`config.mk`:
```
export PLATFORM = sky130hd
export DESIGN_NAME = seven_seg_scan_driver
export DESIGN_NICKNAME = d
export VERILOG_FILES = /design/src/rtl/seven_seg_pkg.sv /design/src/rtl/bcd_seg_encode.sv /design/src/rtl/seven_seg_scan_driver.sv
export SDC_FILE = /design/constraint.sdc
export NUM_CORES = 1
export LEC_CHECK = 0
export BUFFER_PORTS_ARGS = -buffer_cell sky130_fd_sc_hd__buf_2
export CAP_MARGIN = 20
export CORE_MARGIN = 3
export CORE_UTILIZATION = 35
export DETAILED_ROUTE_END_ITERATION = 12
export GPL_TIMING_DRIVEN = 0
export PLACE_DENSITY = 0.62
export SETUP_SLACK_MARGIN = 0.5
export SYNTH_ARGS = -nofsm -noshare
export SYNTH_HDL_FRONTEND = slang
export SYNTH_HIERARCHICAL = 1
export SYNTH_SLANG_ARGS = --single-unit
```
`constraint.sdc`:
```
create_clock -name clk -period 5.8 [get_ports clk]
set_clock_uncertainty 0.05 [all_clocks]
set_input_delay 0.29 -clock clk [delete_from_list [all_inputs] [get_ports clk]]
set_output_delay 0.29 -clock clk [all_outputs]
set_load 0.05 [all_outputs]
```
`src/rtl/seven_seg_pkg.sv`:
```
// Shared constants for the seven-segment scan driver: segment width,
// active-high glyphs for the decimal digits and the blank pattern.
// Segment bit order is {g,f,e,d,c,b,a}, bit 0 = a.
package seven_seg_pkg;

    localparam int SEG_W = 7;

    typedef logic [SEG_W-1:0] seg_t;

    localparam seg_t SEG_DIGIT_0 = 7'h3F;
    localparam seg_t SEG_DIGIT_1 = 7'h06;
    localparam seg_t SEG_DIGIT_2 = 7'h5B;
    localparam seg_t SEG_DIGIT_3 = 7'h4F;
    localparam seg_t SEG_DIGIT_4 = 7'h66;
    localparam seg_t SEG_DIGIT_5 = 7'h6D;
    localparam seg_t SEG_DIGIT_6 = 7'h7D;
    localparam seg_t SEG_DIGIT_7 = 7'h07;
    localparam seg_t SEG_DIGIT_8 = 7'h7F;
    localparam seg_t SEG_DIGIT_9 = 7'h6F;
    localparam seg_t SEG_BLANK   = 7'h00;

endpackage

```
`src/rtl/bcd_seg_encode.sv`:
```
// Combinational BCD to seven-segment decoder, active-high output.
// Non-decimal nibbles (10..15) decode to a blank digit.
module bcd_seg_encode
    import seven_seg_pkg::*;
(
    input  logic [3:0]       bcd,
    output logic [SEG_W-1:0] seg
);

    // Map each nibble value to its glyph; anything outside 0..9 is dark
    always_comb begin
        seg = SEG_BLANK;
        case (bcd)
            4'd0:    seg = SEG_DIGIT_0;
            4'd1:    seg = SEG_DIGIT_1;
            4'd2:    seg = SEG_DIGIT_2;
            4'd3:    seg = SEG_DIGIT_3;
            4'd4:    seg = SEG_DIGIT_4;
            4'd5:    seg = SEG_DIGIT_5;
            4'd6:    seg = SEG_DIGIT_6;
            4'd7:    seg = SEG_DIGIT_7;
            4'd8:    seg = SEG_DIGIT_8;
            4'd9:    seg = SEG_DIGIT_9;
            default: seg = SEG_BLANK;
        endcase
    end

endmodule

```
`src/rtl/seven_seg_scan_driver.sv`:
```
// Multiplexed seven-segment display driver. Captures a packed BCD word on
// load, then scans one digit at a time, each digit held for REFRESH_DIV
// clocks. SEG and AN are registered, one cycle behind index/latch.
// Optional macro SEVEN_SEG_LEADING_ZERO_BLANK_EN: blank leading zero digits
// (digit 0 always shown); AN scanning is unaffected.
module seven_seg_scan_driver
    import seven_seg_pkg::*;
#(
    parameter int NUM_DIGITS     = 4,
    parameter int REFRESH_DIV    = 50000,
    parameter int SEG_ACTIVE_LOW = 0
) (
    input  logic                    clk,
    input  logic                    reset,
    input  logic                    load,
    input  logic [4*NUM_DIGITS-1:0] bcd_in,
    output logic [SEG_W-1:0]        SEG,
    output logic [NUM_DIGITS-1:0]   AN
);

    localparam int PW = (REFRESH_DIV > 1) ? $clog2(REFRESH_DIV) : 1;
    localparam int IW = (NUM_DIGITS > 1) ? $clog2(NUM_DIGITS) : 1;

    localparam logic [PW-1:0] PRESC_LAST = PW'(REFRESH_DIV - 1);
    localparam logic [IW-1:0] INDEX_LAST = IW'(NUM_DIGITS - 1);
    localparam seg_t          SEG_OFF    = (SEG_ACTIVE_LOW != 0) ? ~SEG_BLANK : SEG_BLANK;

    logic [PW-1:0]           prescaler;
    logic [IW-1:0]           index;
    logic [4*NUM_DIGITS-1:0] latch;

    logic [3:0]              cur_nibble;
    logic                    blank_lead;
    seg_t                    enc_seg;
    seg_t                    shown_seg;
    seg_t                    seg_next;
    logic [NUM_DIGITS-1:0]   an_next;
    logic                    dwell_done;

`ifdef SEVEN_SEG_LEADING_ZERO_BLANK_EN
    logic                    upper_zero;
`endif

    assign dwell_done = (prescaler == PRESC_LAST);

    // Pick the nibble of the selected digit and decide leading-zero blanking
    always_comb begin
        cur_nibble = 4'd0;
        blank_lead = 1'b0;
        for (int i = 0; i < NUM_DIGITS; i++) begin
            if (IW'(i) == index) begin
                cur_nibble = latch[4*i +: 4];
            end
        end
`ifdef SEVEN_SEG_LEADING_ZERO_BLANK_EN
        upper_zero = 1'b1;
        for (int i = 0; i < NUM_DIGITS; i++) begin
            if ((IW'(i) >= index) && (latch[4*i +: 4] != 4'd0)) begin
                upper_zero = 1'b0;
            end
        end
        blank_lead = (index != '0) && upper_zero;
`endif
    end

    bcd_seg_encode u_encode (
        .bcd (cur_nibble),
        .seg (enc_seg)
    );

    // Apply blanking and output polarity, and build the one-hot-low enable
    always_comb begin
        shown_seg = blank_lead ? SEG_BLANK : enc_seg;
        seg_next  = (SEG_ACTIVE_LOW != 0) ? ~shown_seg : shown_seg;
        an_next   = '1;
        for (int i = 0; i < NUM_DIGITS; i++) begin
            an_next[i] = (IW'(i) != index);
        end
    end

    // Prescaler, digit index, hold register and output registers; reset wins
    always_ff @(posedge clk) begin
        if (reset) begin
            prescaler <= '0;
            index     <= '0;
            latch     <= '0;
            AN        <= '1;
            SEG       <= SEG_OFF;
        end else begin
            if (load) begin
                latch <= bcd_in;
            end
            prescaler <= dwell_done ? '0 : prescaler + 1'b1;
            if (dwell_done) begin
                index <= (index == INDEX_LAST) ? '0 : index + 1'b1;
            end
            AN  <= an_next;
            SEG <= seg_next;
        end
    end

endmodule

```
# == Word-level counts from Yosys, hierarchy flattened ==
# Memory sizes are Yosys's and may differ from the RTL's. A register that Yosys moved wholly into a read port is not among the register bits.
# Cells that the tools add are included.
# Widths: inputs -> output; s select.
# totals
reg_bits,38
romBits,112
inputBits,19
out_inout_bits,11
elab_cells,23
mem_count,1
# op_classes
addsub,2
n_eq_ne,8
n_mux,5
reduce_logical,3
# memory_table
memory,words,word_bits,rd,rd_clocked_by_memory_dff,wr,line_no,rtl
(no name shown),16,7,1,1,0,bcd_seg_encode.sv:13,case (bcd)
# ops
cell,n
$add 16x1->16 const B,1
$eq 16x16->1 const B,1
$mux 4,4
$eq 2x2->1 const A,2
$ne 2x2->1 const A,2
$add 2x1->2 const B,1
$eq 1x2->1 const A,1
$eq 2x2->1 const B,1
$logic_not 2->1,1
$mux 2,1
$ne 1x2->1 const A,1
$reduce_bool 2->1,1
$reduce_or 2->1,1

# == Longest topological paths before layout ==
# Gate-level depths: netlist of run 1.
# depth
depth_word,5
mapped_depth,12
ltp_nobuf,12

# == By module ==
# Netlist of run 1, hierarchy kept.
# modules_own_cells
module,n_inst,cells_per_inst,area_each_um2,seq_area_each_um2
seven_seg_scan_driver,1,193,1813.0,900.9
bcd_seg_encode,1,28,219.0,0.0

# == Worst setup path after synthesis of run 1 ==
# No wires, ideal clock.
# synth_path
path_type,reg2reg
startpoint,reg index[1]
endpoint,reg SEG[5]
setup_ns,0.126
arrival_ns,2.203
required_ns,5.624
setup_slack_ns,3.421
path_stages_with_launch,12
n_path_buf,0
period_less_slack_ns,2.379
cell_sequence,dfxtp_1 -> inv_1 -> ha_1 -> nand3b_1 -> a21oi_1 -> a21oi_1 -> o21ai_0 -> inv_2 -> ha_1 -> mux2i_1 -> o22ai_1 -> nor2b_1
# synth_between
elab_chain_cells,5
elab_cells_between_ends,8
classes_between,3 x eq/ne; 4 x mux; 1 x reduce/logical
# synth_lines
item,line_no,rtl
from (decl),seven_seg_scan_driver.sv:29,logic [IW-1:0] index;
from (signal assigned),seven_seg_scan_driver.sv:95,index <= (index == INDEX_LAST) ? '0 : index + 1'b1;
$logic_not 2->1,seven_seg_scan_driver.sv:51,if (IW'(i) == index) begin
$mux 4 (3 in a row),seven_seg_scan_driver.sv:51,
$mux 4 *,seven_seg_scan_driver.sv:51,
named net cur_nibble[1],seven_seg_scan_driver.sv:32,logic [3:0] cur_nibble;
to (decl),seven_seg_scan_driver.sv:17,"output logic [SEG_W-1:0] SEG,"
# The timed path passes the listed nets; every way through them passes the cells marked *.
# A chain may end at the register's enable or synchronous reset.

# == Worst setup path after layout of run 1 ==
# Ends and elaborated chain as after synthesis.

==> impl_metrics.tcl, run 1 <==
set metrics [dict create \
    outcome "finished, final reports clean" \
    boundaryPins 30 \
    rows 27 \
    crit_chain "inv_1 -> ha_1 -> nand3b_1 -> a21oi_1 -> a21oi_1 -> o21ai_0 -> inv_2 -> ha_1 -> mux2i_1 -> o22ai_1 -> nor2b_1" \
    route.detailed.drc 0 \
    cp-start-kind "flop" \
    hold_violations 0 \
    die_h_um 82.20 \
    slew_headroom_pct 41.61 \
    grt_pass1_vias 1379 \
    worst_pin_slew_ns 0.8667 \
    worst-path-max-fanout 9 \
    postRouteAntennaNets 0 \
    synthTopCellsByArea "dfxtp_1, mux2i_1, ha_1" \
    finalSetupTns_ns 0 \
    yosys.area.top_type_share_pct 44.33 \
    reg2regPathDepth 11 \
    slowest_stage "o21ai_0" \
    worstHoldEndpoint "latch[4]$_SDFFE_PP0P_" \
    critPathMaxStageDelay_ns 0.69 \
    worstPathArrival_ns 2.88 \
    clock_latency_ns 0.30 \
    power_leakage_nw 0.9427 \
    power_density_nw_per_um2 256.1 \
    netlist_area_um2 2032 \
    ys_seq_area_share_pct 44.33 \
    cts_made_buffers 5 \
    fin_crit_ns 2.748 \
    ctsResizeCount 0 \
    via_per_inst 4.547 \
    wirelength_um 3553 \
    clockBufferDepth 2 \
    antenna_found_initial 0 \
    synth_top_area_cell "dfxtp_1" \
    rsz0062_at_grt "false" \
    peakVddDrop_uv 136.2 \
    cts_tree "done" \
    grt_overflow 0 \
    critPathKind "reg -> reg" \
    r2r_setup_slack_ns 3.05 \
    drt_iter0_drc 96 \
    finalCritPeriodShare_pct 47.38 \
    fmax_mhz 363.9 \
    path_delay_family "compound AO/OA/AOI/OAI gates" \
    synth.ff_latch_count 45 \
    postCtsHoldBufs 0 \
    synth_area_per_cell_um2 9.194 \
    area_delta_synth_final_pct 15.95 \
    cts_setup_buffers 0 \
    grt_util_all_layers_pct 11.62 \
    fillerInstances 579 \
    wl_met2_um 1644 \
    die_w_um 82.20 \
    worst-path-buf-inv 2 \
    syn_nets 251 \
    slew_violations 0 \
    first_pass_iters 4 \
    endpoint_kind "flop" \
    ys_warn_count 6 \
    place_congestion 0.8037 \
    wl_met1_um 1692 \
    min_path_type "in -> reg" \
    synth_cell_type_count 35 \
    wl_per_cell_um 10.80 \
    crit_required_ns 5.93 \
    multi_input_area_um2 1037 \
    placed_area_um2 2262 \
    start_util_pct 36.45 \
    port_buffers 28 \
    htreeDepth 2 \
    r2r-start "index[1]$_SDFFE_PP0N_" \
    root_buffer "clkbuf_8" \
    rr_endpoint "SEG[5]$_SDFF_PP0_" \
    layout-drive-gt1-share_pct 17.51 \
    postSynthCellCount 221 \
    holdCritStartpoint "bcd_in[4]" \
    final_area_um2 2356 \
    seq_area_um2 900.9 \
    cts.sinks 45 \
    cap_violations 0 \
    top_layer_used "met4" \
    nets 286 \
    core_area_um2 5574 \
    grt_first_pass_wirelength_um 6044 \
    antenna_cells 0 \
    setup_violations 0 \
    die_area_um2 6756 \
    final_util_pct 42.27 \
    dr_total_vias 1496 \
    holdPathStages 3 \
    clk_pin_slew_ns 0.10 \
    hpwl_um 2580 \
    grt_max_degree 17 \
    route.met3.wl_um 179 \
]
-- worst register-to-register path, delay by kind of cell (launching register included) --
kind            cells  cell delay [ns]
compound gates      4             0.99
fa+ha+maj           2             0.52
buf+inv             2             0.22
simple gates        2             0.32
mux                 1             0.15
flops               1             0.38
-- cell usage in the layout (no fill, tap or decap), types with 2 or more instances in the layout --
master,Yosys,final
nand3_1,4,4
o22ai_1,5,5
xnor2_1,10,10
clkbuf_1,6,6
nand4_1,4,4
nand3b_1,4,4
buf_2,0,28
clkbuf_8,0,5
nand2_1,13,13
nand2b_1,6,6
xor2_1,4,4
nor3_1,4,4
dfxtp_1,45,45
buf_6,2,2
mux2i_1,18,18
nor2b_1,7,7
o21ai_0,5,5
ha_1,11,11
a21oi_1,11,11
nor4_1,2,2
inv_1,9,9
nor2_1,36,36
-- power breakdown --
group          internal [mW]  leakage (nW)  switching (mW)
clock                 0.0870        0.0447           0.112
combinational         0.0298         0.529          0.0462
sequential             0.322         0.369         0.00585
-- cell families (layout without fill, tap and decap cells) --
logic type | Yosys count | count (layout) | synth area share [%]
and+or+nand+nor | 88 | 88 | 22.29
DFF | 45 | 45 | 44.33
AOI/OAI and AO/OA | 25 | 25 | 7.081
buffers and inverters | 20 | 56 | 4.618
muxes | 18 | 18 | 8.867
xor gates and xnor gates | 14 | 14 | 6.034
adders and majority gates | 11 | 11 | 6.773
-- worst max path at each step --
stage                          startpoint                end  slack (ns)  cells after the start
global placement    index[1]$_SDFFE_PP0N_  SEG[5]$_SDFF_PP0_        3.08                     11
floorplan           index[1]$_SDFFE_PP0N_  SEG[5]$_SDFF_PP0_        3.42                     11
CTS                 index[1]$_SDFFE_PP0N_  SEG[5]$_SDFF_PP0_        3.01                     11
detailed placement  index[1]$_SDFFE_PP0N_  SEG[5]$_SDFF_PP0_        3.03                     11
global route        index[0]$_SDFFE_PP0N_  SEG[0]$_SDFF_PP0_        2.73                     12
finish              index[1]$_SDFFE_PP0N_  SEG[5]$_SDFF_PP0_        3.05                     11
-- area by class of cell --
class | count | area share (%)
multi-input cells | 156 | 44.03
flip-flops and latches | 45 | 38.24
repair buffers | 28 | 5.948
well taps | 72 | 3.824
clock buffers | 5 | 2.921
plain buffers | 10 | 2.390
inverters | 10 | 1.593
clock inverters | 3 | 1.062
-- synth_stat cells, drive strengths merged --
cell / number
dfxtp: 45
nor2: 36
mux2i: 18
nand2: 13
a21oi: 12
ha: 11
inv: 10
xnor2: 10
nand2b: 7
nor2b: 7
clkbuf: 6
o21ai: 5
o22ai: 5
buf: 4
nand3: 4
nand3b: 4
nand4: 4
nor3: 4
xor2: 4
nor4: 2
or4: 2
or4b: 2
a21o: 1
and4: 1
nand4b: 1
o21a: 1
o31ai: 1
or3: 1
-- per-layer routing --
layer	global-route usage [%]	vias up
li1	-	809
met1	14.67	655
met4	4.485	0
met2	18.51	28
met3	3.471	4
met5	0	-
-- sequential cells by signal, summed over array words and instances (netlist names) --
name / count
latch: 16
prescaler: 16
SEG: 7
AN: 4
index: 2
-- per-stage QoR --
step / total power [mW] / hold WS (ns) / cells / worst slack [ns]
2_1_floorplan: 0.3930 / 0.3870 / 221 / 3.421
3_3_place_gp: 0.4113 / 0.4056 / 321 / 3.075
3_5_place_dp: 0.4123 / 0.4185 / 321 / 3.028
4_1_cts: 0.6134 / 0.1563 / 329 / 3.013
5_1_grt: 0.6375 / 0.1572 / 329 / 2.734
6_report: 0.6034 / 0.1649 / 329 / 3.052
Note: power is estimated with default switching activity, not from simulation.
==> run 2, diff against run 1 <==
PLACE_DENSITY = 0.64   (was 0.62)
clock period = 2.5 ns   (was 5.8 ns; I/O delays follow)
==> run 2 against run 1 <==
Sequential power rose by 130%. Critical path depth is 7 lower. Core utilization increased by 4.9 points.
==> impl_metrics.tcl, run 2 (synthesized netlist as in run 1, its figures left out) <==
set metrics [dict create \
    layout_common_cells "dfxtp_1, nor2_1, buf_2" \
    root_buffer "clkbuf_8" \
    route.detailed.drc 0 \
    worst_pin_slew_ns 0.7141 \
    core_area_um2 5574 \
    cts_tree "done" \
    clock_latency_ns 0.30 \
    setup_violations 0 \
    cap_violations 0 \
    die_h_um 82.20 \
    grt_util_all_layers_pct 13.42 \
    place_congestion 0.8176 \
    rsz0062_at_grt "true" \
    clk_pin_slew_ns 0.08 \
    dr_total_vias 1581 \
    critPathKind "reg -> reg" \
    fin_crit_ns 2.039 \
    power_leakage_nw 1.043 \
    boundaryPins 30 \
    wirelength_um 4072 \
    clockBufferDepth 2 \
    start_util_pct 36.45 \
    die_area_um2 6756 \
    outcome "finished, final reports clean" \
    cp-start-kind "flop" \
    power_density_nw_per_um2 582.3 \
    worst-path-max-fanout 6 \
    nets 294 \
    htreeDepth 2 \
    grt_max_degree 14 \
    slew_headroom_pct 52.39 \
    finalSetupTns_ns 0 \
    peakVddDrop_uv 300.7 \
    via_per_inst 4.691 \
    grt_first_pass_wirelength_um 6996 \
    worstPathArrival_ns 2.22 \
    grt_overflow 0 \
    rows 27 \
    cts.sinks 45 \
    wl_per_cell_um 12.08 \
    p_total_mw 1.531 \
    hold-worst-slack_ns 0.006342 \
    hold_violations 0 \
    first_pass_iters 4 \
    postRouteAntennaNets 0 \
    final_common_cell "dfxtp_1" \
    layout-drive-gt1-share_pct 32.45 \
    die_w_um 82.20 \
    crit_required_ns 2.68 \
    fmax_mhz 490.5 \
    port_buffers 28 \
    finalCritPeriodShare_pct 81.55 \
    antenna_found_initial 0 \
    grt_pass1_vias 1541 \
    antenna_cells 0 \
    cts_made_buffers 5 \
    endpoint_kind "flop" \
    min_path_type "in -> reg" \
    top_regs "latch: 16 flops, prescaler: 16 flops, SEG: 7 flops" \
    area_delta_synth_final_pct 29.37 \
    drt_iter0_drc 45 \
    hpwl_um 2711 \
    slew_violations 0 \
    fillerInstances 543 \
]
[run 2: changes by cell type in the layout (fill, tap and decap cells not counted), sizes merged]
cell / change
clkbuf: +2
inv: -1
bufinv: +1
clkinv: -1
buf: +8
clkinvlp: -1
[run 2: critical path: stages, from the launching register on]
cell and delay (ns):
dfxtp_4 0.37, or4b_4 0.52, or4_4 0.54, or3_4 0.36, a21oi_2 0.13
[run 2: area by class of cell]
type	instances	area [um2]	share of cell area (%)
tap	72	90.09	3.427
clock inverter	1	30.03	1.142
buffer	10	72.57	2.761
inverter	10	40.04	1.523
multi-input combinational	156	1169	44.46
timing repair buffer	36	224.0	8.520
sequential	45	917.1	34.89
clock buffer	7	86.33	3.284
[run 2: layer usage]
metal  track usage, %  share of wire [%]
met1            16.14                 46
met2            22.68                 48
met3            4.664                4.5
met4            3.488               0.93
met5                0                  0
[run 2: stage by stage]
stage	util [%]	instances	cell area [um2]	setup slack (ns)
global route	47.16	337	2629	0.3750
detailed placement	40.92	321	2281	0.2275
global placement	40.92	321	2281	0.2637
CTS	44.98	335	2507	0.4929
floorplan	-	221	2051	0.5020
finish	47.16	337	2629	0.4613
[run 2: what timing repair did]
item	4_1_cts	5_1_grt
pin swaps	5	8
gates resized for setup	22	26
setup endpoints to repair	18	19
buffers inserted	6	2
hold buffers	0	0
[run 2: worst paths after layout]
| path | endpoint | from | slack [ns] | cells past startpoint |
|---|---|---|---|---|
| setup / recovery | index[0]$_SDFFE_PP0N_ | prescaler[4]$_SDFF_PP0_ | 0.46 | 4 |
| hold reg to reg | prescaler[15]$_SDFF_PP0_ | prescaler[15]$_SDFF_PP0_ | 0.43 | 2 |
| hold / removal | latch[5]$_SDFFE_PP0P_ | bcd_in[5] | 0.006 | 3 |
| setup reg to reg | index[0]$_SDFFE_PP0N_ | prescaler[4]$_SDFF_PP0_ | 0.46 | 4 |
[run 2: where the power goes]
group | total (mW) | switching, mW | internal (mW)
combinational | 0.201 | 0.117 | 0.0846
sequential | 0.759 | 0.0151 | 0.744
clock | 0.570 | 0.244 | 0.326
==> run 3, diff against run 2 <==
PLACE_DENSITY = 0.62   (was 0.64)
clock period = 2.1 ns   (was 2.5 ns; I/O delays follow)
==> run 3 against run 2 <==
Combinational power is 37% higher. Highest routed layer unchanged. Register-to-register slack lost 0.43 ns. Via count grew 6.3%. Sequential share of layout area is 3.6 points lower.
==> impl_metrics.tcl, run 3 (synthesized netlist as in run 1, its figures left out) <==
set metrics [dict create \
    endpoint_kind "flop" \
    antenna_found_initial 0 \
    route.detailed.drc 0 \
    grt_pass1_vias 1593 \
    multi_input_area_um2 1265 \
    outcome "finished, final reports clean" \
    top_regs "latch: 16 flops, prescaler: 16 flops, SEG: 7 flops" \
    worst_pin_slew_ns 0.7044 \
    fin_crit_ns 2.067 \
    wl_per_cell_um 11.91 \
    grt_util_all_layers_pct 13.65 \
    postRouteAntennaNets 0 \
    power_leakage_nw 1.151 \
    finalSetupTns_ns 0 \
    worst-path-max-fanout 3 \
    layout-drive-gt1-share_pct 42.86 \
    dp.cells 321 \
    rsz0062_at_grt "true" \
    finalCritPeriodShare_pct 98.43 \
    fillerInstances 521 \
    nets 316 \
    grt_overflow 0 \
    cts_made_buffers 5 \
    htreeDepth 2 \
    die_w_um 82.20 \
    setup_violations 0 \
    slew_violations 0 \
    drt_iter0_drc 50 \
    crit_required_ns 2.27 \
    cp-start-kind "flop" \
    min_path_type "in -> reg" \
    root_buffer "clkbuf_8" \
    boundaryPins 30 \
    grt_first_pass_wirelength_um 7182 \
    area_delta_synth_final_pct 44.40 \
    core_area_um2 5574 \
    power_density_nw_per_um2 647.7 \
    clockBufferDepth 2 \
    die_area_um2 6756 \
    port_buffers 28 \
    clock_latency_ns 0.29 \
    fin_cells 359 \
    wirelength_um 4275 \
    final_common_cell "dfxtp_1" \
    die_h_um 82.20 \
    layout_common_cells "dfxtp_1, buf_2, nor2_1" \
    cap_violations 0 \
    dr_total_vias 1680 \
    slew_headroom_pct 53.04 \
    antenna_cells 0 \
    hold_violations 0 \
    first_pass_iters 4 \
    final_util_pct 52.64 \
    peakVddDrop_uv 554.6 \
    final_area_um2 2934 \
    placed_area_um2 2328 \
    worstPathArrival_ns 2.24 \
    start_util_pct 36.45 \
    rows 27 \
    seq_area_um2 918.4 \
    hpwl_um 2658 \
    via_per_inst 4.680 \
    cts.sinks 45 \
    cts_tree "done" \
    fmax_mhz 483.8 \
    clk_pin_slew_ns 0.08 \
    grt_max_degree 15 \
    place_congestion 0.7645 \
    critPathKind "reg -> reg" \
    p_total_mw 1.900 \
]
-- run 3: cell count changes in the layout (fill, tap and decap cells not counted), moves of 5 or more --
cell and delta:
nor2_2 +10, nor2_1 -11, ha_4 +5, buf_6 +7
buf_4 +8, dlygate4sd3_1 +7
-- run 3: critical path, stage by stage, from the launching register on --
cell     delay [ns]
dfxtp_2        0.32
or4b_4         0.52
or4_4          0.56
or3_1          0.41
a21oi_2        0.13
-- run 3: metrics by stage --
step           worst slack [ns]  hold WS, ns
2_1_floorplan            0.1483       0.2022
3_3_place_gp           -0.05019       0.2871
3_5_place_dp           -0.06676       0.2990
4_1_cts                 0.07459    0.0005210
5_1_grt               -0.009627      0.02555
6_report                0.03296     0.001469
-- run 3: cell type report --
type | count | share of cell area (%)
Timing Repair Buffer | 58 | 14.24
Inverter | 10 | 1.450
Multi-Input combinational cell | 156 | 43.11
Clock buffer | 6 | 3.198
Tap cell | 72 | 3.070
Sequential cell | 45 | 31.30
Clock inverter | 2 | 1.194
Buffer | 10 | 2.431
-- run 3: power by group --
part	total (mW)	leakage, nW	switching (mW)	internal [mW]
clock network	0.718	0.0663	0.293	0.425
logic	0.276	0.710	0.153	0.123
registers	0.906	0.375	0.0189	0.887
-- run 3: layer usage --
metal	share of wire, %	wire (um)	track usage, %
met4	0.98	42	3.488
met1	47	2019	17.55
met5	0	0	0
met2	48	2048	22.76
met3	3.9	165	3.362
-- run 3: what timing repair did --
item	4_1_cts	5_1_grt
pin swaps	21	5
endpoints found under the hold margin	7	0
gates resized for setup	42	24
hold buffers	7	0
setup endpoints to repair	24	24
gates cloned	2	0
setup buffers	16	5
-- run 3: worst paths after layout --
| check | slack, ns | depth (start not counted) | end | startpoint |
|---|---|---|---|---|
| worst max-delay path | 0.03 | 4 | index[0]$_SDFFE_PP0N_ | prescaler[7]$_SDFF_PP0_ |
| worst max register to register | 0.03 | 4 | index[0]$_SDFFE_PP0N_ | prescaler[7]$_SDFF_PP0_ |
| worst min register to register | 0.42 | 1 | prescaler[0]$_SDFF_PP0_ | prescaler[0]$_SDFF_PP0_ |
| worst min-delay path | 0.001 | 3 | latch[6]$_SDFFE_PP0P_ | bcd_in[6] |
